**config.mk**
```make
export PLATFORM = sky130hd
export DESIGN_NAME = cnn_job_scheduler
export DESIGN_NICKNAME = d
export VERILOG_FILES = /design/src/rtl/cnn_job_scheduler.sv
export SDC_FILE = /design/constraint.sdc
export NUM_CORES = 1
export LEC_CHECK = 0
export BUFFER_PORTS_ARGS = -buffer_cell sky130_fd_sc_hd__buf_2
export CORE_ASPECT_RATIO = 0.7
export CORE_MARGIN = 2
export CORE_UTILIZATION = 50
export CTS_CLUSTER_DIAMETER = 80
export DETAILED_ROUTE_END_ITERATION = 6
export HOLD_SLACK_MARGIN = 0.12
export PLACE_DENSITY = 0.75
export SLEW_MARGIN = 10
export SYNTH_ARGS = -nofsm -noshare
export SYNTH_HDL_FRONTEND = slang
export SYNTH_SLANG_ARGS = --single-unit
```
**constraint.sdc**
```tcl
create_clock -name clk -period 2.8 [get_ports clk]
set_input_delay 0.28 -clock clk [delete_from_list [all_inputs] [get_ports clk]]
set_output_delay 0.28 -clock clk [all_outputs]
set_load 0.005 [all_outputs]
```
**src/rtl/cnn_job_scheduler.sv**
```systemverilog
// Round-robin job scheduler for the shared conv->maxpool accelerator datapath.
// Sequences each job through clear, run and response, with timeout, abort and a run-cycle count.
module cnn_job_scheduler #(
  parameter int NUM_REQ        = 2,
  parameter int TIMEOUT_CYCLES = 4096,
  parameter int CNT_W          = 16
) (
  input  logic               clk,
  input  logic               reset,
  input  logic [NUM_REQ-1:0] req_valid,
  output logic [NUM_REQ-1:0] req_ack,
  output logic [NUM_REQ-1:0] grant,
  output logic               acc_clr,
  output logic               acc_en,
  input  logic               acc_done,
  input  logic               abort,
  output logic               resp_valid,
  input  logic               resp_ready,
  output logic [1:0]         resp_status,
  output logic [CNT_W-1:0]   resp_run_cycles,
  output logic               busy
);

  localparam int IDX_W = (NUM_REQ > 1) ? $clog2(NUM_REQ) : 1;

  localparam logic [1:0]       STATUS_OK      = 2'b00;
  localparam logic [1:0]       STATUS_TIMEOUT = 2'b01;
  localparam logic [1:0]       STATUS_ABORT   = 2'b10;
  localparam logic [CNT_W-1:0] TIMEOUT_VAL    = CNT_W'(TIMEOUT_CYCLES);
  localparam logic [IDX_W-1:0] LAST_IDX       = IDX_W'(NUM_REQ - 1);

  typedef enum logic [1:0] {
    ST_IDLE  = 2'd0,
    ST_CLEAR = 2'd1,
    ST_RUN   = 2'd2,
    ST_RESP  = 2'd3
  } state_t;

  state_t             state_r, state_nxt_s;
  logic [NUM_REQ-1:0] grant_r, grant_nxt_s;
  logic [IDX_W-1:0]   win_r, win_nxt_s;
  logic [IDX_W-1:0]   rr_ptr_r, rr_ptr_nxt_s;
  logic [CNT_W-1:0]   cnt_r, cnt_nxt_s, cnt_inc_s;
  logic [1:0]         status_r, status_nxt_s;
  logic [IDX_W-1:0]   pick_s;
  logic               handshake_s;

  // First requester at or after ptr, wrapping; only meaningful when req is non-zero.
  function automatic logic [IDX_W-1:0] rr_pick(input logic [NUM_REQ-1:0] req,
                                               input logic [IDX_W-1:0]   ptr);
    logic found;
    found   = 1'b0;
    rr_pick = ptr;
    for (int i = 0; i < NUM_REQ; i++) begin
      int j;
      j = (int'(ptr) + i) % NUM_REQ;
      if (!found && req[j]) begin
        found   = 1'b1;
        rr_pick = IDX_W'(j);
      end
    end
  endfunction

  function automatic logic [NUM_REQ-1:0] idx_to_onehot(input logic [IDX_W-1:0] idx);
    idx_to_onehot = NUM_REQ'(1) << idx;
  endfunction

  assign pick_s      = rr_pick(req_valid, rr_ptr_r);
  assign cnt_inc_s   = (cnt_r == {CNT_W{1'b1}}) ? cnt_r : cnt_r + CNT_W'(1);
  assign handshake_s = (state_r == ST_RESP) && resp_ready;

  // Next-state, arbitration and job bookkeeping.
  always_comb begin
    state_nxt_s  = state_r;
    grant_nxt_s  = grant_r;
    win_nxt_s    = win_r;
    rr_ptr_nxt_s = rr_ptr_r;
    cnt_nxt_s    = cnt_r;
    status_nxt_s = status_r;
    case (state_r)
      ST_IDLE: begin
        if (|req_valid) begin
          win_nxt_s   = pick_s;
          grant_nxt_s = idx_to_onehot(pick_s);
          cnt_nxt_s   = {CNT_W{1'b0}};
          state_nxt_s = ST_CLEAR;
        end else begin
          state_nxt_s = ST_IDLE;
        end
      end
      ST_CLEAR: begin
        state_nxt_s = ST_RUN;
      end
      ST_RUN: begin
        // The exit cycle itself is counted, so decisions use the incremented value.
        cnt_nxt_s = cnt_inc_s;
        if (acc_done) begin
          status_nxt_s = STATUS_OK;
          state_nxt_s  = ST_RESP;
        end else if (abort) begin
          status_nxt_s = STATUS_ABORT;
          state_nxt_s  = ST_RESP;
        end else if (cnt_inc_s >= TIMEOUT_VAL) begin
          status_nxt_s = STATUS_TIMEOUT;
          state_nxt_s  = ST_RESP;
        end else begin
          state_nxt_s = ST_RUN;
        end
      end
      ST_RESP: begin
        if (handshake_s) begin
          grant_nxt_s  = {NUM_REQ{1'b0}};
          rr_ptr_nxt_s = (win_r == LAST_IDX) ? {IDX_W{1'b0}} : win_r + IDX_W'(1);
          state_nxt_s  = ST_IDLE;
        end else begin
          state_nxt_s = ST_RESP;
        end
      end
      default: begin
        grant_nxt_s = {NUM_REQ{1'b0}};
        state_nxt_s = ST_IDLE;
      end
    endcase
  end

  // State and job registers; reset abandons any job without a response.
  always_ff @(posedge clk or negedge reset) begin
    if (!reset) begin
      state_r  <= ST_IDLE;
      grant_r  <= {NUM_REQ{1'b0}};
      win_r    <= {IDX_W{1'b0}};
      rr_ptr_r <= {IDX_W{1'b0}};
      cnt_r    <= {CNT_W{1'b0}};
      status_r <= 2'b00;
    end else begin
      state_r  <= state_nxt_s;
      grant_r  <= grant_nxt_s;
      win_r    <= win_nxt_s;
      rr_ptr_r <= rr_ptr_nxt_s;
      cnt_r    <= cnt_nxt_s;
      status_r <= status_nxt_s;
    end
  end

  assign grant           = grant_r;
  assign acc_clr         = (state_r == ST_CLEAR);
  assign acc_en          = (state_r == ST_RUN);
  assign resp_valid      = (state_r == ST_RESP);
  assign busy            = (state_r != ST_IDLE);
  assign resp_status     = status_r;
  assign resp_run_cycles = cnt_r;
  assign req_ack         = handshake_s ? grant_r : {NUM_REQ{1'b0}};

endmodule
```
==> summary.txt <==
Route
  – DRC Markers: 0
  – Via count: roughly 1300
  – Wirelength per Cell: roughly 15 um
  – TritonRoute pass-1 iters: 4
  – Antenna Nets Post-Route: 0
  – Drt first-iter violations: 131
  – Via density: 5.96
  – Final WL: 3340 um

Clocking
  – CTS Hold Bufs: 1
  – Clk root buf: clkbuf_8
  – TritonCTS clock tree: done
  – Clk Latency, worst-skew pair: 260 ps
  – CTS Buf Count: 3
  – Worst-path clk slew: 80 ps
  – Resized cells post-CTS: 0
  – Clk sinks: 24
  – Post-CTS setup repair buffer count: 0
  – Clk buf depth: 2
  – CTS H-tree lvls: 1

Die
  – Cell row count: 16
  – Die width: 67.8 um
  – Full die area: 3290 um2
  – Initial core utilization: 51.9%
  – Die height: 48.6 um
  – Core area: 2740 um2
  – IO Count: 33

Setup path
  – Critical setup path kind: flip-flop to flip-flop
  – Critical R2R Launch: resp_run_cycles[0]
  – Worst endpoint required time: 2960 ps
  – R2R Setup Slk: between 300 and 400 ps
  – FF-to-FF End: resp_run_cycles[7]
  – Critical path data arrival time: 2580 ps
  – Crit path launch: resp_run_cycles[0]
  – Worst r2r path cells: 6
  – Maximum fanout along the worst path: 16
  – Critical Path Source Type: flip-flop
  – CP endpoint kind: flip-flop

Synth
  – Syn_nets: 171
  – Top FF cell, synth: dfrtp_1
  – Top cells by count, synth: dfrtp_1 (24), nand2_1 (18), o21ai_0 (17)
  – Yosys warnings: 0
  – Top-count cell post-synth: dfrtp_1
  – Netlist cell types: 39
  – Avg Cell Area, Syn: approximately 8.9 um2
  – Cell Area, Synth: between 1000 and 1500 um2
  – EDFF count, synth: 0
  – Synth top area share: 42.2%
  – Synth area leaders: dfrtp_1 (42%), o21ai_0 (6.0%), nand2_1 (4.7%)
  – Cell taking the most area after synthesis: dfrtp_1
  – Sequential-to-total area share from yosys stat: 42.2%
  – Yosys reg bits: 24
  – Async set or reset register ratio after synthesis: 100%
  – Gate Count Post-Synth: around 160

Cells and area
  – Layout cells sized above 1: 22.6%
  – Filler instances: about 240
  – Area Growth Syn to Fin: 16.3%
  – Final Util: around three fifths
  – Final-stage net count: 204
  – Diodes inserted: 0

Timing
  – Final period util: 86.6%
  – Final setup viols: 0
  – Post-layout min period: ~2400 ps
  – Final WS setup: about 380 ps
  – Max Transition Viols Final: 0
  – Final hold vios: 0
  – Slew HR: 43.0%
  – Unrepaired setup endpoints after global routing: no
  – Fmax: ~410 MHz
  – Least-Margin Pin Slew: around 850 ps
  – Clock Skew: 3.13 ps
  – Setup TNS: 0 ps

Global routing
  – Initial antenna violation count: 0
  – First-pass GRT wire length: a little under 6000 um
  – Congestion Overflow GR: 0
  – GRT Total Usage: 22.8%
  – Number of global-route vias before repair: approximately 1300
  – Largest net degree at the start of global routing: 25

Placement
  – Setup WS pre-CTS: 425 ps
  – Placer Congestion: 0.835
  – HPWL after detailed placement: roughly 2500 um
  – Buffers on Ports: 32

Run
  – Max-cap violations: 0

Hold path
  – Hold WC Path Type: primary input to flip-flop
  – WHS Path Cells: 2
  – Min-delay src: resp_ready
  – Hold endpoint: rr_ptr_r

Pwr
  – Power per cell area: 751 nW/um2
  – Leak: 0.755 nW
  – Worst VDD drop: 0.000437 V

Outcome
  – Outcome: complete, no violations
through the flow:
stage / hold WS, ps / area [um2] / power [W] / std cells
CTS: 257 / 1650 / 0.00124 / 226
finish: 261 / 1650 / 0.00124 / 226
floorplan: -15.6 / 1420 / 0.000859 / 159
global route: 270 / 1650 / 0.00136 / 226
detailed placement: 298 / 1600 / 0.00104 / 222
global placement: 290 / 1600 / 0.00102 / 222
logic make-up (layout without fill, tap and decap cells):
family / Yosys count / count (layout) / synth area share (%)
compound gates: 49 / 49 / 21.3
xor+xnor: 1 / 1 / 0.616
fa+ha+maj: 5 / 5 / 4.40
simple gates: 58 / 58 / 22.6
flops: 24 / 24 / 42.2
buf+inv: 17 / 48 / 5.19
mux: 5 / 5 / 3.69
cell type report:
class | instances | area, um2 | area share (%)
inverter | 11 | 41.3 | 2.50
tap | 36 | 45.0 | 2.72
sequential | 24 | 601 | 36.3
multi-input combinational | 118 | 748 | 45.2
clock buffer | 3 | 41.3 | 2.50
timing repair buffer | 34 | 178 | 10.7
state kept, by name (all words and copies together), names as in the netlist:
name	flops
grant	2
resp_run_cycles	16
win_r	1
rr_ptr_r	1
state_r	2
resp_status	2
power by group:
group	switching (W)	internal (W)	total [W]	leakage, nW
Combinational	0.000318	0.000230	0.000548	0.414
Sequential	0.0000725	0.000423	0.000495	0.319
Clock	0.000103	0.0000963	0.000200	0.0216
Total	0.000494	0.000749	0.00124	0.755
worst max path at each step:
stage / endpoint / slack, ps
after CTS: resp_run_cycles[7] / 400
after detailed placement: resp_run_cycles[7] / 430
after global placement: resp_run_cycles[7] / 540
after floorplan: resp_status[0] / 760
after global routing: resp_run_cycles[7] / 200
final: resp_run_cycles[7] / 380
layout by cell type, fill, tap and decap left out, drive strengths merged:
cell type	n
ha	5
clkbuf	3
nor4	3
nor2	7
and3	2
o41ai	3
o31ai	1
or4	2
buf	33
a32o	2
a21oi	12
o22ai	3
or3	2
a41oi	2
mux2	2
o21ai	20
a22o	1
nor3	2
nand3	8
xnor2	1
a31oi	2
nand4	8
a22oi	1
nand2	18
nor3b	1
dlygate4sd3	1
mux2i	3
nand2b	2
a21o	1
inv	11
o31a	1
or3b	1
nor2b	2
dfrtp	24
layer usage:
metal | routed length [um] | global-route usage (%) | vias up
met2 | 1450 | 32.7 | 46
met4 | 17 | 4.76 | 0
met5 | 0 | 0 | -
met3 | 224 | 6.28 | 4
met1 | 1650 | 34.4 | 641
li1 | - | - | 655
worst max-delay path, stage by stage (launching register included):
cell and delay, ps:
dfrtp_1 480, ha_1 270, nand4_2 220, or4_1 840, a41oi_1 300, o21ai_0 100
o41ai_1 100
(Power assumes the default switching activity.)
